--- src/rtl/csr_trap_ctrl_pkg.sv ---
// Shared definitions for the CSR / trap controller.
//   - Machine-mode CSR addresses used by the trap sequencer.
//   - mstatus field positions (MIE, MPIE, MPP).
//   - Sequencer state encoding.
//   - Trap cause codes.
package csr_trap_ctrl_pkg;

  // CSR addresses
  localparam logic [11:0] CsrMstatus = 12'h300;
  localparam logic [11:0] CsrMtvec   = 12'h305;
  localparam logic [11:0] CsrMepc    = 12'h341;
  localparam logic [11:0] CsrMcause  = 12'h342;

  // mstatus bit positions
  localparam int unsigned MstatusMie   = 3;
  localparam int unsigned MstatusMpie  = 7;
  localparam int unsigned MstatusMppLo = 11;
  localparam int unsigned MstatusMppHi = 12;

  // Cause codes; the interrupt flag (MSB) is added by the user of CauseTimerIrq
  localparam int unsigned CauseEcallM   = 11;
  localparam int unsigned CauseTimerIrq = 7;

  typedef enum logic [2:0] {
    StIdle,
    StMcause,
    StMstatus,
    StJump,
    StRetJump
  } state_e;

endpackage

--- src/rtl/csr_trap_ctrl_alu.sv ---
// Zicsr new-value computation.
// Ports:
//   funct3_i    Zicsr funct3 (bit 2 selects immediate source, bits 1:0 select RW/RS/RC)
//   rs1_idx_i   rs1 index, used as zimm for immediate forms and for write suppression
//   rs1_data_i  rs1 register value
//   old_i       current CSR value
//   new_o       value to write back to the CSR
//   wen_o       CSR write enable (0 for set/clear with rs1/zimm == 0)
module csr_trap_ctrl_alu #(
  parameter int unsigned XLEN = 64
) (
  input  logic [2:0]      funct3_i,
  input  logic [4:0]      rs1_idx_i,
  input  logic [XLEN-1:0] rs1_data_i,
  input  logic [XLEN-1:0] old_i,
  output logic [XLEN-1:0] new_o,
  output logic            wen_o
);

  logic [XLEN-1:0] src;

  always_comb begin
    src = funct3_i[2] ? {{(XLEN-5){1'b0}}, rs1_idx_i} : rs1_data_i;
    new_o = old_i;
    wen_o = 1'b0;
    case (funct3_i[1:0])
      2'b01: begin
        new_o = src;
        wen_o = 1'b1;
      end
      2'b10: begin
        new_o = old_i | src;
        wen_o = (rs1_idx_i != 5'd0);
      end
      2'b11: begin
        new_o = old_i & ~src;
        wen_o = (rs1_idx_i != 5'd0);
      end
      // Reserved encodings never modify the CSR
      default: begin
        new_o = old_i;
        wen_o = 1'b0;
      end
    endcase
  end

endmodule

--- src/rtl/csr_trap_ctrl.sv ---
// CSR initiator and trap sequencer, located in EX beside the ALU.
// Executes Zicsr instructions in a single cycle and sequences ECALL trap entry
// and MRET return over one CSR read port and one CSR write port, stalling the
// pipeline while sequencing and finishing with a one-cycle PC redirect.
//
// Optional feature macro: CSR_TIMER_IRQ_EN adds irq_timer_i; a pending timer
// interrupt with mstatus.MIE set enters the trap sequence with an interrupt cause.
//
// Ports:
//   clk, rst                 clock, synchronous active-low reset
//   irq_timer_i              timer interrupt request (CSR_TIMER_IRQ_EN only)
//   csr_op_i, funct3_i       Zicsr instruction valid and its funct3
//   csr_addr_i               CSR address of the instruction
//   rs1_idx_i, rs1_data_i    rs1 index (zimm for immediate forms) and value
//   ecall_i, mret_i          ECALL / MRET in EX
//   pc_i                     PC of the instruction in EX
//   csr_rdata_i              combinational read data for csr_raddr_o
//   csr_raddr_o              CSR read address
//   csr_waddr_o, csr_wdata_o CSR write address / data
//   csr_wen_o                CSR write enable, write lands on the next clk edge
//   rd_wdata_o, rd_wen_o     old CSR value for rd and its valid pulse
//   stall_o                  hold IF/ID/EX while sequencing
//   jump_en_o, jump_addr_o   one-cycle PC redirect and its target
module csr_trap_ctrl
  import csr_trap_ctrl_pkg::*;
#(
  parameter int unsigned XLEN        = 64,
  parameter int unsigned ECALL_CAUSE = CauseEcallM
) (
  input  logic            clk,
  input  logic            rst,
`ifdef CSR_TIMER_IRQ_EN
  input  logic            irq_timer_i,
`endif
  input  logic            csr_op_i,
  input  logic [2:0]      funct3_i,
  input  logic [11:0]     csr_addr_i,
  input  logic [4:0]      rs1_idx_i,
  input  logic [XLEN-1:0] rs1_data_i,
  input  logic            ecall_i,
  input  logic            mret_i,
  input  logic [XLEN-1:0] pc_i,
  input  logic [XLEN-1:0] csr_rdata_i,
  output logic [11:0]     csr_raddr_o,
  output logic [11:0]     csr_waddr_o,
  output logic [XLEN-1:0] csr_wdata_o,
  output logic            csr_wen_o,
  output logic [XLEN-1:0] rd_wdata_o,
  output logic            rd_wen_o,
  output logic            stall_o,
  output logic            jump_en_o,
  output logic [XLEN-1:0] jump_addr_o
);

  state_e          state_q, state_d;
  logic [XLEN-1:0] alu_new;
  logic            alu_wen;
  logic [11:0]     idle_raddr;
  logic [XLEN-1:0] entry_mstatus;
  logic [XLEN-1:0] ret_mstatus;
  logic            irq_take;
  logic [XLEN-1:0] trap_cause;

  csr_trap_ctrl_alu #(
    .XLEN(XLEN)
  ) u_alu (
    .funct3_i  (funct3_i),
    .rs1_idx_i (rs1_idx_i),
    .rs1_data_i(rs1_data_i),
    .old_i     (csr_rdata_i),
    .new_o     (alu_new),
    .wen_o     (alu_wen)
  );

  // In IDLE the read port serves the Zicsr op; otherwise it watches mstatus so
  // MRET and the interrupt check see MIE/MPIE in the same cycle.
  assign idle_raddr = (csr_op_i && !ecall_i && !mret_i) ? csr_addr_i : CsrMstatus;

  // Trap entry: MPIE <- MIE, MIE <- 0, MPP <- M.
  always_comb begin
    entry_mstatus = csr_rdata_i;
    entry_mstatus[MstatusMpie] = csr_rdata_i[MstatusMie];
    entry_mstatus[MstatusMie] = 1'b0;
    entry_mstatus[MstatusMppHi:MstatusMppLo] = 2'b11;
  end

  // Trap return: MIE <- MPIE, MPIE <- 1, MPP <- U.
  always_comb begin
    ret_mstatus = csr_rdata_i;
    ret_mstatus[MstatusMie] = csr_rdata_i[MstatusMpie];
    ret_mstatus[MstatusMpie] = 1'b1;
    ret_mstatus[MstatusMppHi:MstatusMppLo] = 2'b00;
  end

`ifdef CSR_TIMER_IRQ_EN
  // Remembers whether the running trap sequence was entered by the interrupt.
  logic irq_q, irq_d;

  // MIE is only visible when the read port is looking at mstatus this cycle.
  assign irq_take = irq_timer_i & csr_rdata_i[MstatusMie] & (idle_raddr == CsrMstatus);
  assign trap_cause = irq_q ? {1'b1, (XLEN-1)'(CauseTimerIrq)} : XLEN'(ECALL_CAUSE);
`else
  assign irq_take = 1'b0;
  assign trap_cause = XLEN'(ECALL_CAUSE);
`endif

  always_comb begin
    state_d     = state_q;
    csr_raddr_o = 12'h000;
    csr_waddr_o = 12'h000;
    csr_wdata_o = '0;
    csr_wen_o   = 1'b0;
    rd_wdata_o  = '0;
    rd_wen_o    = 1'b0;
    stall_o     = 1'b0;
    jump_en_o   = 1'b0;
    jump_addr_o = '0;
`ifdef CSR_TIMER_IRQ_EN
    irq_d = irq_q;
`endif

    unique case (state_q)
      StIdle: begin
        csr_raddr_o = idle_raddr;
        if (ecall_i || (!mret_i && irq_take)) begin
          csr_waddr_o = CsrMepc;
          csr_wdata_o = pc_i;
          csr_wen_o   = 1'b1;
          stall_o     = 1'b1;
          state_d     = StMcause;
`ifdef CSR_TIMER_IRQ_EN
          irq_d = !ecall_i;
`endif
        end else if (mret_i) begin
          csr_raddr_o = CsrMstatus;
          csr_waddr_o = CsrMstatus;
          csr_wdata_o = ret_mstatus;
          csr_wen_o   = 1'b1;
          stall_o     = 1'b1;
          state_d     = StRetJump;
        end else if (csr_op_i) begin
          csr_waddr_o = csr_addr_i;
          csr_wdata_o = alu_new;
          csr_wen_o   = alu_wen;
          rd_wdata_o  = csr_rdata_i;
          rd_wen_o    = 1'b1;
        end
      end
      StMcause: begin
        csr_raddr_o = CsrMcause;
        csr_waddr_o = CsrMcause;
        csr_wdata_o = trap_cause;
        csr_wen_o   = 1'b1;
        stall_o     = 1'b1;
        state_d     = StMstatus;
      end
      StMstatus: begin
        csr_raddr_o = CsrMstatus;
        csr_waddr_o = CsrMstatus;
        csr_wdata_o = entry_mstatus;
        csr_wen_o   = 1'b1;
        stall_o     = 1'b1;
        state_d     = StJump;
      end
      StJump: begin
        csr_raddr_o = CsrMtvec;
        jump_en_o   = 1'b1;
        // Direct mode only: MODE bits are masked off the vector base
        jump_addr_o = {csr_rdata_i[XLEN-1:2], 2'b00};
        stall_o     = 1'b1;
        state_d     = StIdle;
      end
      StRetJump: begin
        csr_raddr_o = CsrMepc;
        jump_en_o   = 1'b1;
        jump_addr_o = csr_rdata_i;
        stall_o     = 1'b1;
        state_d     = StIdle;
      end
      default: state_d = StIdle;
    endcase

    // Reset forces every output low so no write can land on the reset edge.
    if (!rst) begin
      state_d     = StIdle;
      csr_raddr_o = 12'h000;
      csr_waddr_o = 12'h000;
      csr_wdata_o = '0;
      csr_wen_o   = 1'b0;
      rd_wdata_o  = '0;
      rd_wen_o    = 1'b0;
      stall_o     = 1'b0;
      jump_en_o   = 1'b0;
      jump_addr_o = '0;
    end
  end

  always_ff @(posedge clk) begin
    if (!rst) begin
      state_q <= StIdle;
`ifdef CSR_TIMER_IRQ_EN
      irq_q <= 1'b0;
`endif
    end else begin
      state_q <= state_d;
`ifdef CSR_TIMER_IRQ_EN
      irq_q <= irq_d;
`endif
    end
  end

endmodule

--- config.mk ---
export PLATFORM = sky130hd
export DESIGN_NAME = csr_trap_ctrl
export DESIGN_NICKNAME = d
export VERILOG_FILES = /design/src/rtl/csr_trap_ctrl_pkg.sv /design/src/rtl/csr_trap_ctrl_alu.sv /design/src/rtl/csr_trap_ctrl.sv
export SDC_FILE = /design/constraint.sdc
export NUM_CORES = 1
export LEC_CHECK = 0
export BUFFER_PORTS_ARGS = -buffer_cell sky130_fd_sc_hd__clkbuf_2
export CORE_AREA = 2 2 168 170
export CTS_CLUSTER_SIZE = 8
export DETAILED_ROUTE_END_ITERATION = 10
export DIE_AREA = 0 0 170 172
export PLACE_DENSITY = 0.5
export RECOVER_POWER = 100
export SLEW_MARGIN = 15
export SYNTH_ARGS = -nofsm -noshare
export SYNTH_HDL_FRONTEND = slang
export SYNTH_HIERARCHICAL = 1
export SYNTH_SLANG_ARGS = --single-unit
--- constraint.sdc ---
create_clock -name clk -period 2.6 [get_ports clk]
set_input_delay 0.39 -clock clk [delete_from_list [all_inputs] [get_ports clk]]
set_output_delay 0.39 -clock clk [all_outputs]
set_load 0.02 [all_outputs]
== Word level (Yosys, flattened, before mapping) ==
Cells that the tools add are included.
Operators by class
  equality and inequality tests: 8
  multiplexer cells: 44
  bitwise gates (word level): 3
  reductions and logical operators: 10
Operators with widths (count)
  64-bit two-way mux: 11
  64-bit one-hot mux with 3 select lines: 2
  64-bit one-hot mux with 2 select lines: 1
  12-bit two-way mux: 8
  64-bit AND: 1
  64-bit inverter: 1
  64-bit OR: 1
  12-bit one-hot mux with 5 select lines: 1
  12-bit one-hot mux with 3 select lines: 1
  1-bit two-way mux: 14
  3-bit one-hot mux with 3 select lines: 1
  3-bit by 2-bit equality test with 1-bit output, second input constant: 2
  3-bit two-way mux: 2
  1-bit one-hot mux with 2 select lines: 3
  2-bit OR reduction: 3
  5-bit nonzero test: 1
  2-bit equality test, second input constant: 2
  4-bit OR reduction: 1
  3-bit by 1-bit equality test with 1-bit output, second input constant: 1
  3-bit equality test, second input constant: 1
  3-bit zero test: 1
  3-bit != test, second input constant: 1
  2-bit by 1-bit equality test with 1-bit output, second input constant: 1
  1-bit logical AND: 2
  1-bit zero test: 2
Storage, ports and cells
  register bits: 3
  bits of input ports: 217
  output and inout port bits: 220
  word-level logic and storage cells: 66

== Longest topological paths before layout ==
Gate-level depths: netlist (run 1).
  word-level depth: 9
  mapped depth: 8
  gate-level depth less buffers: 6

== Cells and area by module ==
The synthesis (run 1) kept the hierarchy.
Modules (own cells, without submodules)
  csr_trap_ctrl: instances 1, cells each 586, area each 3575.9 um^2, sequential area each 60.1 um^2
  csr_trap_ctrl_alu: instances 1, cells each 289, area each 1855.5 um^2, sequential area each 0.0 um^2

== Worst setup path after synthesis (run 1) ==
OpenSTA, ideal clock, no wires.
  path type: input to output
  start point: input funct3_i[2]
  end point: output csr_wdata_o[7]
  arrival: 1935 ps
  required time: 2210 ps
  path slack: 275 ps
  cell stages on the path: 8
  buffers on the path: 2
  cells stage by stage: buf_6 > clkbuf_1 > and2b_1 > xnor2_1 > a21oi_1 > a211oi_1 > a211o_1 > a21oi_1
On the way
  cells in the longest elaborated chain, start to end: 9
  elaborated cells between the ends (all ways): 10
  classes of those cells: mux (7); bitwise (3)
RTL lines
  start, declared: line csr_trap_ctrl.sv:36  | input logic [2:0] funct3_i,
  64-bit two-way mux (*): line csr_trap_ctrl_alu.sv:23  | src = funct3_i[2] ? {{(XLEN-5){1'b0}}, rs1_idx_i} : rs1_data_i;
  64-bit inverter: line csr_trap_ctrl_alu.sv:36  | new_o = old_i & ~src;
  64-bit AND: line csr_trap_ctrl_alu.sv:36
  64-bit one-hot mux with 3 select lines (*): line csr_trap_ctrl_alu.sv:26  | case (funct3_i[1:0])
  net alu_new[7]: line csr_trap_ctrl.sv:56  | logic [XLEN-1:0] alu_new;
  64-bit two-way mux (*): line csr_trap_ctrl.sv:141  | end else if (csr_op_i) begin
  64-bit two-way mux (*): line csr_trap_ctrl.sv:134  | end else if (mret_i) begin
  64-bit two-way mux (*): line csr_trap_ctrl.sv:125  | if (ecall_i || (!mret_i && irq_take)) begin
  64-bit one-hot mux with 3 select lines (*): line csr_trap_ctrl.sv:122  | unique case (state_q)
  64-bit two-way mux (*): line csr_trap_ctrl.sv:184  | if (!rst) begin
  end, declared: line csr_trap_ctrl.sv:46  | output logic [XLEN-1:0] csr_wdata_o,
The timed path passes the listed nets; every way through them passes the cells marked *.

== Worst setup path after layout (run 1) ==
  start point: input csr_op_i
  end point: output csr_wdata_o[37]
On the way
  cells in the longest elaborated chain, start to end: 5
RTL lines
  start, declared: line csr_trap_ctrl.sv:35  | input logic csr_op_i,
  64-bit two-way mux: line csr_trap_ctrl.sv:141
  64-bit two-way mux: line csr_trap_ctrl.sv:134
  64-bit two-way mux: line csr_trap_ctrl.sv:125
  64-bit one-hot mux with 3 select lines: line csr_trap_ctrl.sv:122
  64-bit two-way mux: line csr_trap_ctrl.sv:184
Every way passes these cells.

==> impl_metrics.yaml, run 1 <==
run_status:
  outcome: "completed"
clock_tree:
  cts_root_buf: "sky130_fd_sc_hd__clkbuf_16"
  cts_buffer_depth: 2
  htree_levels: 1
  tritoncts_num_sinks: 3
  post_cts_hold_buffer_count: 0
  worstSkewPairLatency_ps: 230
  tritoncts: "done"
  cts-buffers-inserted: 3
  post-cts-setup-buffers: 0
  cts.clk_slew.worst_paths_ps: 30
grt:
  first_pass_grt_wire_length_um: 42400
  antenna_violations_before_repair: 2
  globalRouteMet3Util: 0.0201
  grt_pass1_vias: 7147
  grt_start_max_net_pins: 79
  globalRouteTotalUtil: 0.181
  use_met2: 0.332
  grt-busiest-layer: "met2"
  grt_overflow: 0
  groute.layer.met1.usage: 0.232
finish:
  fin_cells: 1588
  area_growth_from_synthesis_to_final_layout_pct: 44.0
  largestRegisters: "state_q: 3 flops"
  design.final.nets: 1457
  drive_gt1_frac: 0.286
  regMostFlops: "state_q"
  largest_register_ffs: 3
  cell_area_after_layout_um2: 7820
  post-route-util: 0.285
sta:
  setup_ws_ps: 101
  clock_skew_ps: 0.692
  setup_violations: 0
  max_slew.worst_pin.slew_ps: 900
  slew_headroom: 0.400
  clock.fmax_mhz: 400
  final_hold_violation_count: 0
  finalCritPeriodShare: 0.961
  rsz0062_at_grt: "false"
  layout_min_cycle_time_ps: 2500
  timing_max_transition_violations_final: 0
logic_synthesis:
  synth_cell_types: 43
  ys_warn_count: 6
  avgSynthCellArea_um2: 6.21
  asyncSetResetFlopFracSynth: 0
  synth_seq_cells: 3
  synthDominantCellAreaShare: 0.160
  syn_area_um2: 5430
  yosysSeqAreaShare: 0.0111
  synthesis.instances: 875
  dominantRegCellSynth: "sky130_fd_sc_hd__dfxtp_1"
  post-synth-top-area-cell: "sky130_fd_sc_hd__and2_1"
  synth-edff-count: 0
  synth_fp_nets: 1092
  synth.area.top_cells: "sky130_fd_sc_hd__and2_1 16%, sky130_fd_sc_hd__a21oi_1 13%, sky130_fd_sc_hd__a211o_1 9.5%"
die:
  initial_core_utilization: 0.198
  die_height_um: 172
  fp-row-count: 61
  design.die.area_um2: 29200
  coreArea_um2: 27500
  dieWidth_um: 170
  top_level_ports: 437
pwr:
  share_comb_of_total_power: 0.840
  power.density_nw_per_um2: 247
  total_net_switching_power_w: 0.00107
  design_power_total_w: 0.00193
  power.share.clock: 0.128
  peakVddDrop_uv: 147
  power.share.sequential: 0.032
  static-leakage-power_nw: 3.59
  p_int_w: 0.000861
  power_switching_share: 0.554
setup_path:
  arrival_ps: 2110
  worst-setup-path-type: "input port to primary output"
  crit_slowest_cell: "sky130_fd_sc_hd__buf_4"
  worst_setup_path_start_kind: "input port"
  critical-path-max-stage-delay_ps: 700
  critical_path_required_ps: 2210
  timing.critical_path.cells: "clkbuf_2 > nor2b_4 > buf_4 > a221oi_1 > o21ai_0 > clkbuf_2"
  crit_path_max_fanout: 66
  critPathMostFrequentCell: "sky130_fd_sc_hd__clkbuf_2"
  end_kind: "primary output"
detailed_routing:
  route.final.wire_length_um: 28800
  vias_per_cell: 5.00
  overall_via_count_from_detail_route: 7933
  post-route-drc-count: 0
  wl_per_cell_um: 18.2
  route.antenna.remaining_nets: 0
  first_pass_iters: 5
  drt-initial-drc-count: 484
placement:
  hpwl_um: 21300
  post_place_setup_slack_ps: -21.0
  instance_count_after_placement_with_tap_cells_included: 1580
  place_congestion: 0.869
  detailed_place.area_um2: 7880
  number_of_port_buffers: 436
flow_run:
  maxCapViolations: 0
worst_hold_path:
  worst_hold_path_type: "input port to register"
-- cell usage in the layout, fill, tap and decap left out, types with 4 or more instances in the layout --
cell,instances
sky130_fd_sc_hd__mux2_2,5
sky130_fd_sc_hd__nand2b_1,5
sky130_fd_sc_hd__xnor2_1,59
sky130_fd_sc_hd__clkbuf_16,4
sky130_fd_sc_hd__and2_1,98
sky130_fd_sc_hd__clkbuf_1,129
sky130_fd_sc_hd__clkbuf_2,304
sky130_fd_sc_hd__mux2i_1,4
sky130_fd_sc_hd__o21ai_0,25
sky130_fd_sc_hd__nor2b_1,41
sky130_fd_sc_hd__nand3_1,59
sky130_fd_sc_hd__and2b_1,19
sky130_fd_sc_hd__a221oi_1,58
sky130_fd_sc_hd__a211o_1,59
sky130_fd_sc_hd__and2_0,41
sky130_fd_sc_hd__o21ai_1,40
sky130_fd_sc_hd__nand2_1,11
sky130_fd_sc_hd__buf_12,8
sky130_fd_sc_hd__buf_4,17
sky130_fd_sc_hd__nor2_1,11
sky130_fd_sc_hd__inv_1,62
sky130_fd_sc_hd__a21oi_1,138
-- cells by family after synthesis --
| group | after synthesis | synth area share |
|---|---|---|
| flip-flops | 3 | 0.0111 |
| multiplexers | 10 | 0.0196 |
| XOR/XNOR | 60 | 0.0968 |
| AO/OA/AOI/OAI | 332 | 0.394 |
| AND/OR/NAND/NOR | 305 | 0.337 |
| buffers and inverters | 165 | 0.141 |
-- power groups by stage --
stage                     Clock (W)  Combinational, W  Sequential (W)
after floorplan                   0           0.00104       0.0000520
after global placement            0           0.00164       0.0000622
after detailed placement          0           0.00165       0.0000627
after CTS                  0.000249           0.00166       0.0000620
after global routing       0.000260           0.00177       0.0000631
final                      0.000247           0.00162       0.0000619
-- Yosys cell counts (3+ instances only) --
| cell | number |
|---|---|
| sky130_fd_sc_hd__mux2_2 | 5 |
| sky130_fd_sc_hd__inv_1 | 62 |
| sky130_fd_sc_hd__a211o_1 | 59 |
| sky130_fd_sc_hd__buf_2 | 18 |
| sky130_fd_sc_hd__and2_1 | 139 |
| sky130_fd_sc_hd__buf_1 | 3 |
| sky130_fd_sc_hd__nor3_1 | 3 |
| sky130_fd_sc_hd__mux2i_1 | 5 |
| sky130_fd_sc_hd__nor2b_1 | 42 |
| sky130_fd_sc_hd__a21oi_1 | 139 |
| sky130_fd_sc_hd__clkbuf_1 | 59 |
| sky130_fd_sc_hd__and2b_1 | 19 |
| sky130_fd_sc_hd__nand3_1 | 59 |
| sky130_fd_sc_hd__nand3b_1 | 3 |
| sky130_fd_sc_hd__nand2b_1 | 5 |
| sky130_fd_sc_hd__a22oi_1 | 3 |
| sky130_fd_sc_hd__a221oi_1 | 58 |
| sky130_fd_sc_hd__xnor2_1 | 59 |
| sky130_fd_sc_hd__o21ai_1 | 56 |
| sky130_fd_sc_hd__o21ai_0 | 9 |
| sky130_fd_sc_hd__nand2_1 | 11 |
| sky130_fd_sc_hd__nor2_1 | 11 |
| sky130_fd_sc_hd__clkbuf_2 | 7 |
| sky130_fd_sc_hd__dfxtp_1 | 3 |
| sky130_fd_sc_hd__buf_6 | 15 |
-- timing repair --
action | 4_1_cts | 5_1_grt
gates resized for setup | 1 | 6
hold endpoints to repair | 0 | 0
cloned | 0 | 1
endpoints found under the setup margin | 1 | 35
-- layer usage --
layer / routed length [um] / vias to the layer above
met5: 0 / -
met4: 260 / 0
met3: 1540 / 16
met2: 14400 / 320
met1: 12600 / 3769
li1: - / 3828
-- final cells by class --
type	count	area, um2
Antenna cell	3	7.51
Clock buffer	4	78.8
Fill cell	3194	19700
Inverter	62	233
Multi-Input combinational cell	707	4650
Sequential cell	3	65.1
Tap cell	346	433
Timing Repair Buffer	463	2360
-- stage by stage --
stage	hold slack [ps]	setup TNS, ps
final	564	0
after global routing	595	0
after CTS	557	0
after detailed placement	664	-21.0
after global placement	652	-28.7
after floorplan	552	0
-- critical path, delay by kind of cell --
family,cells,cell delay [ps]
buffers and inverters,3,1070
AOI/OAI and AO/OA,2,430
and+or+nand+nor,1,170
-- path summary, 6_finish.rpt --
check | startpoint | end | slack (ps) | cells past startpoint
hold reg to reg | state_q[1] | state_q[0] | 680 | 2
hold / removal | ecall_i | state_q[0] | 560 | 3
setup / recovery | csr_op_i | csr_wdata_o[37] | 100 | 6
setup reg to reg | state_q[1] | state_q[1] | 1240 | 4
No activity file was read; power rests on OpenSTA's default activity.
==> inputs of run 2 (changes only) <==
--- a/config.mk
+++ b/config.mk
@@ -6,11 +6,13 @@
 export NUM_CORES = 1
 export LEC_CHECK = 0
 export BUFFER_PORTS_ARGS = -buffer_cell sky130_fd_sc_hd__clkbuf_2
-export CORE_AREA = 2 2 168 170
+export CELL_PAD_IN_SITES_DETAIL_PLACEMENT = 0
+export CELL_PAD_IN_SITES_GLOBAL_PLACEMENT = 1
+export CORE_AREA = 2 2 171 173
 export CTS_CLUSTER_SIZE = 8
 export DETAILED_ROUTE_END_ITERATION = 10
-export DIE_AREA = 0 0 170 172
-export PLACE_DENSITY = 0.5
+export DIE_AREA = 0 0 173 175
+export PLACE_DENSITY_LB_ADDON = 0.05
 export RECOVER_POWER = 100
 export SLEW_MARGIN = 15
 export SYNTH_ARGS = -nofsm -noshare
==> run 2 against run 1 <==
Against the previous run: register-to-register slack got worse by 70 ps; final cell count rose by 2.5%; power rose by 0.32%; die area rose by 3.5%; sequential power fell by 2%; setup slack improved by 5.0 ps; sequential cell count did not move; maximum frequency rose by 0.20%; largest power group unchanged; utilization fell by 0.67 points; clock power fell by 2%; clock-buffer cell count did not move; via count fell by 1.6%.
==> impl_metrics.yaml, run 2 (synthesis gave the netlist of run 1 again) <==
setup_path:
  end_kind: "primary output"
  crit_buf_inv: 2
  worst-setup-path-type: "register to primary output"
  timing.critical_path.cells: "or3b_4 > buf_4 > a211o_1 > o21ai_1 > clkbuf_1"
  arrival_ps: 2100
  critical-path-max-stage-delay_ps: 570
  critical-path-top-delay-family: "simple AND/OR/NAND/NOR gates"
  crit_slowest_cell: "sky130_fd_sc_hd__or3b_4"
  crit_path_max_fanout: 14
  worst_setup_path_start_kind: "register"
  critical_path_required_ps: 2210
detailed_routing:
  route.antenna.remaining_nets: 0
  first_pass_iters: 5
  overall_via_count_from_detail_route: 7807
  route.final.wire_length_um: 30900
  drt-initial-drc-count: 312
  wl_per_cell_um: 19.0
  post-route-drc-count: 0
  vias_per_cell: 4.80
finish:
  largest_register_ffs: 3
  drive_gt1_frac: 0.304
  cell_area_after_layout_um2: 7890
  design.final.nets: 1460
  area_growth_from_synthesis_to_final_layout_pct: 45.3
  layout.cells.most_common_list: "329 x sky130_fd_sc_hd__clkbuf_2, 139 x sky130_fd_sc_hd__a21oi_1, 113 x sky130_fd_sc_hd__and2_1"
  regMostFlops: "state_q"
  fin_cells: 1627
  layout_commonest_cell: "sky130_fd_sc_hd__clkbuf_2"
  largestRegisters: "state_q: 3 flops"
  post-route-util: 0.278
clock_tree:
  cts-buffers-inserted: 3
  cts.clk_slew.worst_paths_ps: 30
  worstSkewPairLatency_ps: 220
  post_cts_hold_buffer_count: 0
  post-cts-setup-buffers: 0
  tritoncts: "done"
  htree_levels: 1
  cts_root_buf: "sky130_fd_sc_hd__clkbuf_16"
  cts_buffer_depth: 2
  tritoncts_num_sinks: 3
sta:
  clock_skew_ps: 1.56
  rsz0062_at_grt: "false"
  slew_headroom: 0.507
  tns_ps: 0
  final_hold_violation_count: 0
  max_slew.worst_pin.slew_ps: 739
  timing_max_transition_violations_final: 0
  finalCritPeriodShare: 0.959
  clock.fmax_mhz: 401
  setup_violations: 0
  layout_min_cycle_time_ps: 2490
pwr:
  peakVddDrop_uv: 203
  power.share.clock: 0.125
  p_int_w: 0.000867
  power_switching_share: 0.552
  power.density_nw_per_um2: 245
  power.share.sequential: 0.031
  static-leakage-power_nw: 3.69
  total_net_switching_power_w: 0.00107
  design_power_total_w: 0.00194
  share_comb_of_total_power: 0.844
grt:
  grt_pass1_vias: 7582
  grt_overflow: 0
  first_pass_grt_wire_length_um: 47000
  grt_start_max_net_pins: 79
  globalRouteTotalUtil: 0.193
  antenna_violations_before_repair: 4
placement:
  hpwl_um: 22700
  detailed_place.area_um2: 7970
  place_congestion: 0.752
  number_of_port_buffers: 436
  instance_count_after_placement_with_tap_cells_included: 1622
die:
  coreArea_um2: 28400
  top_level_ports: 437
  initial_core_utilization: 0.191
  design.die.area_um2: 30300
  dieWidth_um: 173
  fp-row-count: 62
  die_height_um: 175
worst_hold_path:
  worst_hold_path_type: "input port to register"
run_status:
  outcome: "completed"
flow_run:
  maxCapViolations: 0
-- run 2: routing by layer --
metal,track usage,wire length (um),share of wire
met4,0.0215,197,0.0064
met5,0,40,0.0013
met3,0.0339,1640,0.053
met2,0.344,15500,0.50
met1,0.249,13500,0.44
-- run 2: path summary, 6_finish.rpt --
check	from	to	slack, ps	depth (start not counted)
max reg2reg	state_q[0]	state_q[2]	1170	4
min	ecall_i	state_q[0]	520	3
max	state_q[0]	csr_wdata_o[20]	110	5
min reg2reg	state_q[1]	state_q[0]	610	2
-- run 2: stage by stage --
stage | hold WS [ps] | worst slack, ps
2_1_floorplan | 552 | 275
5_1_grt | 564 | 37.0
3_3_place_gp | 614 | 207
6_report | 517 | 106
4_1_cts | 522 | 92.3
3_5_place_dp | 602 | 244
-- run 2: repair_timing --
action / CTS / global route
setup endpoints to repair: 0 / 35
gates resized for setup: 0 / 1
endpoints found under the hold margin: 0 / 0
-- run 2: worst min-delay path, delay by kind of cell --
family,cells,cell delay [ps]
buffers and inverters,1,130
AND/OR/NAND/NOR,2,190
-- run 2: area by class of cell --
| type | instances | area (um2) |
|---|---|---|
| antenna | 1 | 2.50 |
| clock buffer | 4 | 78.8 |
| fill | 3337 | 20500 |
| inverter | 62 | 233 |
| multi-input combinational | 707 | 4620 |
| sequential | 3 | 65.1 |
| tap | 384 | 480 |
| timing repair buffer | 466 | 2410 |
-- run 2: power groups by stage --
| stage | registers (W) | clock network [W] | logic, W |
|---|---|---|---|
| 2_1_floorplan | 0.0000520 | 0 | 0.00104 |
| 3_3_place_gp | 0.0000613 | 0 | 0.00168 |
| 3_5_place_dp | 0.0000610 | 0 | 0.00168 |
| 4_1_cts | 0.0000604 | 0.000245 | 0.00169 |
| 5_1_grt | 0.0000623 | 0.000252 | 0.00180 |
| 6_report | 0.0000607 | 0.000242 | 0.00163 |
==> inputs of run 3 (changes only) <==
--- a/config.mk
+++ b/config.mk
@@ -5,13 +5,14 @@
 export SDC_FILE = /design/constraint.sdc
 export NUM_CORES = 1
 export LEC_CHECK = 0
-export BUFFER_PORTS_ARGS = -buffer_cell sky130_fd_sc_hd__clkbuf_2
+export ABC_CLOCK_PERIOD_IN_PS = 2600
 export CELL_PAD_IN_SITES_DETAIL_PLACEMENT = 0
 export CELL_PAD_IN_SITES_GLOBAL_PLACEMENT = 1
 export CORE_AREA = 2 2 171 173
 export CTS_CLUSTER_SIZE = 8
 export DETAILED_ROUTE_END_ITERATION = 10
 export DIE_AREA = 0 0 173 175
+export DONT_BUFFER_PORTS = 1
 export PLACE_DENSITY_LB_ADDON = 0.05
 export RECOVER_POWER = 100
 export SLEW_MARGIN = 15
==> run 3 against run 2 <==
Against the previous run: sequential cell count stayed put; highest routed layer unchanged; setup slack gained 37 ps; wire length fell by 8.4%; utilization shrank 6.6 points; final cell count decreased by 24%; critical path depth stayed put; power fell by 20%; combinational power decreased by 23%; non-clock buffer count is 391 lower; clock-buffer cell count unchanged; register-to-register slack better by 60 ps; critical endpoint is now jump_addr_o[21].
==> impl_metrics.yaml, run 3 (synthesis gave the netlist of run 1 again) <==
run_status:
  outcome: "completed"
clock_tree:
  post-cts-setup-buffers: 0
  tritoncts: "done"
  worstSkewPairLatency_ps: 220
  tritoncts_num_sinks: 3
  post_cts.resized_instances: 0
  post_cts_hold_buffer_count: 0
  cts_root_buf: "sky130_fd_sc_hd__clkbuf_16"
  cts-buffers-inserted: 3
  htree_levels: 1
  cts_buffer_depth: 2
  cts.clk_slew.worst_paths_ps: 30
placement:
  number_of_port_buffers: 0
  hpwl_um: 19600
  place_congestion: 0.781
pwr:
  peakVddDrop_uv: 228
  total_net_switching_power_w: 0.000814
  power.share.clock: 0.157
  p_int_w: 0.000734
  power_switching_share: 0.526
  power.share.sequential: 0.036
  power.density_nw_per_um2: 257
  static-leakage-power_nw: 2.21
  share_comb_of_total_power: 0.806
  design_power_total_w: 0.00155
sta:
  clock_skew_ps: 0.883
  tns_ps: 0
  final_hold_violation_count: 0
  timing_max_transition_violations_final: 0
  layout_min_cycle_time_ps: 2460
  clock.fmax_mhz: 407
  setup_violations: 0
  max_slew.worst_pin.slew_ps: 963
  finalCritPeriodShare: 0.945
  rsz0062_at_grt: "false"
  final.hold.worst_slack_ps: 340
  slew_headroom: 0.358
setup_path:
  timing.critical_path.from: "state_q[0]"
  critical_path_required_ps: 2210
  reg2regPathDepth: 4
  crit_path_max_fanout: 34
  setup.worst_path.end: "jump_addr_o[21]"
  setup.reg_to_reg.worst_slack_ps: 1230
  worst_setup_path_start_kind: "register"
  end_kind: "primary output"
  worst-setup-path-type: "register to primary output"
  regToRegStartpoint: "state_q[1]"
  worst_r2r_endpoint: "state_q[1]"
  arrival_ps: 2070
detailed_routing:
  drt-initial-drc-count: 403
  first_pass_iters: 7
  wl_per_cell_um: 22.9
  post-route-drc-count: 0
  vias_per_cell: 5.35
  route.antenna.remaining_nets: 0
  route.final.wire_length_um: 28300
  overall_via_count_from_detail_route: 6608
grt:
  first_pass_grt_wire_length_um: 41200
  grt_pass1_vias: 6370
  grt_overflow: 0
  antenna_violations_before_repair: 6
  grt_start_max_net_pins: 132
  globalRouteTotalUtil: 0.171
finish:
  design.final.nets: 1069
  layout.cells.most_common_list: "139 x sky130_fd_sc_hd__a21oi_1, 115 x sky130_fd_sc_hd__and2_0, 62 x sky130_fd_sc_hd__inv_1"
  regMostFlops: "state_q"
  largestRegisters: "state_q: 3 flops"
  number_of_fill_cells_in_the_layout: 3312
  largest_register_ffs: 3
  layout.area.seq_um2: 60.1
  layout_commonest_cell: "sky130_fd_sc_hd__a21oi_1"
  drive_gt1_frac: 0.0928
  area_growth_from_synthesis_to_final_layout_pct: 10.8
  multi_input_comb_area_um2: 4630
die:
  initial_core_utilization: 0.191
  die_height_um: 175
  fp-row-count: 62
  coreArea_um2: 28400
  top_level_ports: 437
  design.die.area_um2: 30300
  dieWidth_um: 173
worst_hold_path:
  whs_path_depth: 1
  worst_hold_path_type: "input port to register"
flow_run:
  maxCapViolations: 0
run 3: area by class of cell:
type                            count  area share
Antenna cell                        1    0.000416
Inverter                           62      0.0387
Clock buffer                        4      0.0131
Timing Repair Buffer               75      0.0890
Tap cell                          384      0.0798
Multi-Input combinational cell    707       0.769
Sequential cell                     3     0.00998
run 3: per-stage QoR:
| stage | setup slack [ps] | instance area, um2 | instances | util |
|---|---|---|---|---|
| after global placement | 196 | 6020 | 1231 | 0.212 |
| after floorplan | 275 | 5430 | 875 | - |
| after CTS | 79.5 | 6100 | 1235 | 0.215 |
| after detailed placement | 247 | 6020 | 1231 | 0.212 |
| after global routing | 54.8 | 6020 | 1236 | 0.212 |
| final | 143 | 6020 | 1236 | 0.212 |
run 3: worst max-delay path, stage by stage (launching register included):
cell and delay, ps:
sky130_fd_sc_hd__dfxtp_1 300, sky130_fd_sc_hd__buf_4 190, sky130_fd_sc_hd__or3b_1 430, sky130_fd_sc_hd__a21boi_4 190, sky130_fd_sc_hd__clkbuf_4 370, sky130_fd_sc_hd__and2_0 350
run 3: layer usage:
metal,GRT usage,share of wire
met1,0.214,0.42
met2,0.308,0.50
met3,0.0348,0.067
met4,0.0247,0.010
met5,0,0.0017
run 3: how the worst min path moves through the flow:
stage / startpoint / endpoint / slack (ps)
after floorplan: ecall_i / state_q[0] / 550
after global placement: mret_i / state_q[2] / 570
after detailed placement: mret_i / state_q[2] / 560
after CTS: mret_i / state_q[2] / 330
after global routing: mret_i / state_q[2] / 340
final: mret_i / state_q[2] / 340
run 3: power groups by stage:
stage               logic, W  registers, W  clock network (W)
floorplan            0.00104     0.0000520                  0
global route         0.00136     0.0000564           0.000252
finish               0.00125     0.0000562           0.000244
global placement     0.00130     0.0000569                  0
CTS                  0.00131     0.0000564           0.000247
detailed placement   0.00130     0.0000569                  0
